## src/rtl/decoder_pkg.sv

```systemverilog
// Shared definitions for the decoder/scanner: operating modes and output width derivation.
package decoder_pkg;

    typedef enum logic [1:0] {
        ModeOff    = 2'b00,
        ModeDecode = 2'b01,
        ModeScan   = 2'b10,
        ModeHold   = 2'b11
    } mode_e;

    function automatic int unsigned out_width(input int unsigned sel_w);
        return 32'd1 << sel_w;
    endfunction

endpackage

```

## src/rtl/decoder_onehot.sv

```systemverilog
// Combinational index-to-one-hot conversion.
module decoder_onehot
    import decoder_pkg::*;
#(
    parameter int unsigned SEL_W = 3,
    localparam int unsigned OUT_W = out_width(SEL_W)
) (
    input  logic [SEL_W-1:0] i_idx,
    output logic [OUT_W-1:0] o_onehot
);

    always_comb begin
        o_onehot        = '0;
        o_onehot[i_idx] = 1'b1;
    end

endmodule

```

## src/rtl/decoder_scan.sv

```systemverilog
// Registered select decoder with a dwell-timed scanning mode, hold and off modes.
module decoder_scan
    import decoder_pkg::*;
#(
    parameter int unsigned SEL_W   = 3,
    parameter int unsigned DWELL_W = 4,
    localparam int unsigned OUT_W  = out_width(SEL_W)
) (
    input  logic               clk,
    input  logic               rst_n,
    input  logic [1:0]         mode,
    input  logic               in_valid,
    input  logic [SEL_W-1:0]   in_sel,
    output logic               in_ready,
    input  logic [DWELL_W-1:0] dwell,
    output logic [OUT_W-1:0]   out,
    output logic [SEL_W-1:0]   out_idx,
    output logic               wrap
);

    mode_e              r_st;
    logic [OUT_W-1:0]   r_out;
    logic [SEL_W-1:0]   r_idx;
    logic [DWELL_W-1:0] r_cnt;
    logic               r_wrap;

    logic               w_out_on;
    logic               w_due;
    logic [SEL_W-1:0]   w_idx_inc;
    logic [SEL_W-1:0]   w_oh_idx;
    logic [OUT_W-1:0]   w_oh;

    assign w_out_on  = |r_out;
    assign w_due     = (r_cnt >= dwell);
    assign w_idx_inc = r_idx + 1'b1;

    // One converter serves all three sources: new select, scan entry, scan advance.
    always_comb begin
        w_oh_idx = r_idx;
        if (r_st == ModeDecode) begin
            w_oh_idx = in_sel;
        end else if (w_out_on) begin
            w_oh_idx = w_idx_inc;
        end
    end

    decoder_onehot #(
        .SEL_W (SEL_W)
    ) u_onehot (
        .i_idx    (w_oh_idx),
        .o_onehot (w_oh)
    );

    always_ff @(posedge clk or negedge rst_n) begin
        if (!rst_n) begin
            r_st   <= ModeOff;
            r_out  <= '0;
            r_idx  <= '0;
            r_cnt  <= '0;
            r_wrap <= 1'b0;
        end else begin
            r_st   <= mode_e'(mode);
            r_wrap <= 1'b0;
            unique case (r_st)
                ModeOff: begin
                    r_out <= '0;
                    r_cnt <= '0;
                end
                ModeDecode: begin
                    r_cnt <= '0;
                    if (in_valid) begin
                        r_out <= w_oh;
                        r_idx <= in_sel;
                    end
                end
                ModeScan: begin
                    if (!w_out_on) begin
                        r_out <= w_oh;
                        r_cnt <= '0;
                    end else if (w_due) begin
                        r_out  <= w_oh;
                        r_idx  <= w_idx_inc;
                        r_cnt  <= '0;
                        r_wrap <= &r_idx;
                    end else begin
                        r_cnt <= r_cnt + 1'b1;
                    end
                    // Leaving scan drops partial dwell so re-entry gets a full one.
                    if (mode_e'(mode) != ModeScan) begin
                        r_cnt <= '0;
                    end
                end
                ModeHold: begin
                end
                default: begin
                end
            endcase
        end
    end

    assign in_ready = (r_st == ModeDecode);
    assign out      = r_out;
    assign out_idx  = r_idx;
    assign wrap     = r_wrap;

endmodule

```

## config.mk

```make
export PLATFORM = sky130hd
export DESIGN_NAME = decoder_scan
export DESIGN_NICKNAME = d
export VERILOG_FILES = /design/src/rtl/decoder_pkg.sv /design/src/rtl/decoder_onehot.sv /design/src/rtl/decoder_scan.sv
export SDC_FILE = /design/constraint.sdc
export NUM_CORES = 1
export LEC_CHECK = 0
export CORE_MARGIN = 2
export CORE_UTILIZATION = 25
export DETAILED_ROUTE_END_ITERATION = 7
export GPL_ROUTABILITY_DRIVEN = 0
export GPL_TIMING_DRIVEN = 0
export RECOVER_POWER = 50
export SETUP_SLACK_MARGIN = 0.4
export SKIP_LAST_GASP = 1
export SLEW_MARGIN = 40
export SYNTH_ARGS = -nofsm -noshare
export SYNTH_HDL_FRONTEND = slang
export SYNTH_SLANG_ARGS = --single-unit
```

## constraint.sdc

```tcl
create_clock -name clk -period 4.5 [get_ports clk]
set_input_delay 0.9 -clock clk [delete_from_list [all_inputs] [get_ports clk]]
set_output_delay 0.9 -clock clk [all_outputs]
set_load 0.005 [all_outputs]
```

==> metrics list <==
- The flow ran to the end, and the final reports show no timing, DRC or antenna violations.
* Maximum number of pins on one net before global-route repair: 19
- Pleak: 0.6529 nW
- Number of placed instances, taps included: 182
* Number of inserted diodes: 0
- Post-synthesis sequential element count: 18
- Setup Fix Bufs, Post-CTS: 0
* Quantity of gates resized following cts: 0
- Highest clock rate: 0.3128 GHz
- P per Cell Area: 491.9 nW/um2
* Global-route wire length before repair: 4636 um
- The worst register-to-register path ends at r_cnt[2].
- Of the cells placed in the final design, the portion with a size suffix greater than 1 is 8.824%.
- Number of pins with negative max-slew slack in the final report: 0
- Clock tree buffer depth: 2
- Clock-pin slew was measured on the worst setup and hold paths at 0.08 ns.
- R2R setup slack: 1.91 ns
- Input/output buffers: 24
- The placed instances occupy a cell area of 1369 um2.
* Setup_tns: 0 ns
- Subtracting the final worst setup slack from the clock period gives 3.197 ns.
- On the final layout, the worst clock skew is 0.01065 ns.
- Synthesis-to-layout area growth: 32.98%
- After detailed routing, the average wire length per cell comes to 14.30 um.
- Clock latency reported for the late side of the worst-skew pair: 0.26 ns
- Post-route ant nets: 0
* Arrival time of data at the critical path endpoint: 3.39 ns
- The number of different library cells used by synthesis comes to 34.
- VDD sags by at most 0.3269 mV.
* Cell area after synthesis: 1066 um2
* Clk sinks: 18
* Number of vias per cell: 5.172
* Post-detailed-placement half-perimeter wirelength: 1968 um
- Post-route cell area: 1418 um2
- The initial antenna violation count was 0.
* Clock root buffer: clkbuf_8
* Initial standard-cell utilization of the core: 26.27%
* Die Wd: 69.30 um
* Number of search-and-repair iterations in the first detailed-routing pass: 4
* CP endpoint: r_cnt[2]
- Synthesis produced a netlist whose cell count is 108.
* Ys flop type: dfrtp_1
* Endpoint kind of the worst setup timing path: flip-flop
- Hold_buf cts: 0
* TritonCTS Buffers: 3
- Number of max-cap violations: 0
* I/O pin count: 25
* Final period utilization: 71.04%
- Area enclosed by the die boundary: 4802 um2
- Setup violations remaining at the end of the flow were counted as 0.
- Net total in the final layout: 159
- For this block, the routed nets add up to 2660 um of wire.
- TritonCTS built the clock tree.
- Mean post-synth cell area: 9.871 um2
* Post-layout power: 697.4 uW
* Number of H-tree levels: 1
* EDFF count, synth: 0
* Longest individual stage delay on the worst path: 0.80 ns
- FF-to-FF path depth: 7
- The setup path with the least slack is of type in -> reg.
* Critical path's slowest cell: a2111oi_1
* Non-filler cells in the finished layout: 186
- Crit path max fanout: 5
- Number of global-route vias before repair: 1001
- Startpoint of the lowest-slack register-to-register path: r_cnt[0]
* Worst path required time: 4.70 ns
* Hold_ws: 0.5478 ns
- Setup repair after global routing left no endpoint under its margin.
* Die outline height: 69.30 um
- Normalized max-slew margin: 33.47%
- Portion of the post-synthesis area used by sequential elements: 42.25%
* Detailed router's first-iteration violation count: 36
- Fill cell total of the finished layout: 403
- After detailed routing, the number of remaining DRC violations is 0.
- STA classifies the critical path startpoint as an input pin.
* Overflow left after global routing: 0
- Number of nets in the synthesized netlist: 130
- The final hold violation count was 0.
- Traced cell by cell, the critical path runs through clkdlybuf4s50_1 > ha_1 > nand2b_1 > a2111oi_1 > o2111ai_1 > nor4b_1 > a21o_1.
- Vias post-DR: 962
* Floorplan Core Area: 4058 um2
* Count of warnings emitted by yosys: 0
* Critical Path Source: dwell[0]
- At the pin with the least slew margin, the transition time is 0.9979 ns.
- Row generation in the floorplan step produced 23 rows.
- In the synthesized netlist the async set-or-reset flop fraction comes to 100.0%.
* Gr usage total: 11.86%
- Tightest Hold Check Type: reg -> reg
## state kept, by name, summed over array words and instances (netlist names)
name     cells
out          8
r_cnt        4
out_idx      3
r_st         2
wrap         1
## kinds of logic after synthesis
logic type                 Yosys count  synth area share, %
DFF                                 18                42.25
and+or+nand+nor                     37                19.25
buffers and inverters                9                3.169
adders and majority gates           10                11.74
AOI/OAI and AO/OA                   32                21.71
muxes                                2                1.878
## critical path: cells and delay by family
| kind | cells | cell delay (ns) |
|---|---|---|
| AO/OA/AOI/OAI | 3 | 1.31 |
| adder cells (fa/ha/maj) | 1 | 0.29 |
| buffers and inverters | 1 | 0.42 |
| AND/OR/NAND/NOR | 2 | 0.47 |
## placed cells by master, fill, tap and decap left out, drive strengths merged, types with 4 or more instances in the layout
master,n
o2bb2ai,4
o21ai,4
clkbuf,5
nand3,4
ha,10
dlygate4sd3,6
nor2,9
nand2b,4
inv,8
dfrtp,18
a31oi,4
clkdlybuf4s50,17
a21oi,6
nand2,5
## worst min-delay path by stage
stage	from	endpoint	slack, ns	cells after the start
detailed placement	out[0]	out[0]	0.51	1
global placement	r_cnt[3]	r_cnt[3]	0.51	1
global route	r_cnt[2]	r_cnt[2]	0.57	1
CTS	r_cnt[3]	r_cnt[3]	0.55	1
floorplan	r_cnt[3]	r_cnt[3]	0.49	1
finish	out[0]	out[0]	0.55	1
## through the flow
stage | utilization (%) | setup slack [ns]
global placement | 33.73 | 1.145
floorplan | - | 1.843
detailed placement | 33.73 | 1.084
CTS | 35.09 | 1.331
finish | 34.94 | 1.303
global route | 34.94 | 1.207
## cell type report
cell class	instances	area, um2	area share [%]
buffer	1	3.754	0.2648
timing repair buffer	24	234.0	16.50
tap	50	62.56	4.413
clock buffer	4	55.05	3.883
sequential	18	450.4	31.77
multi-input combinational	81	581.8	41.04
inverter	8	30.03	2.118
## Yosys cell counts (all sizes together), types with 2 or more instances
master	instances	area, um2
nor4	2	12.51
inv	8	30.03
or4	3	26.27
or2	2	12.51
a21o	3	22.52
nand2	5	18.77
o2bb2ai	4	35.03
nand3	4	20.02
ha	10	125.1
a22o	3	30.03
nor2b	2	12.51
a31oi	4	25.02
mux2i	2	20.02
nand2b	4	25.02
nor2	9	33.78
o21ai	4	20.01
dfrtp	18	450.4
a21oi	6	30.03
nor3	2	10.01
## metal layers
layer	track usage (%)	routed length, um
met1	14.71	1236
met2	19.76	1246
met3	4.070	153
met4	2.832	23
met5	0	0
## power by group
part	internal [mW]	total [mW]	switching (mW)	leakage, nW
clock network	0.0779	0.135	0.0575	0.0288
registers	0.190	0.222	0.0320	0.236
logic	0.161	0.340	0.178	0.388
total	0.430	0.697	0.268	0.653
Power figures use the tool's default switching activity.
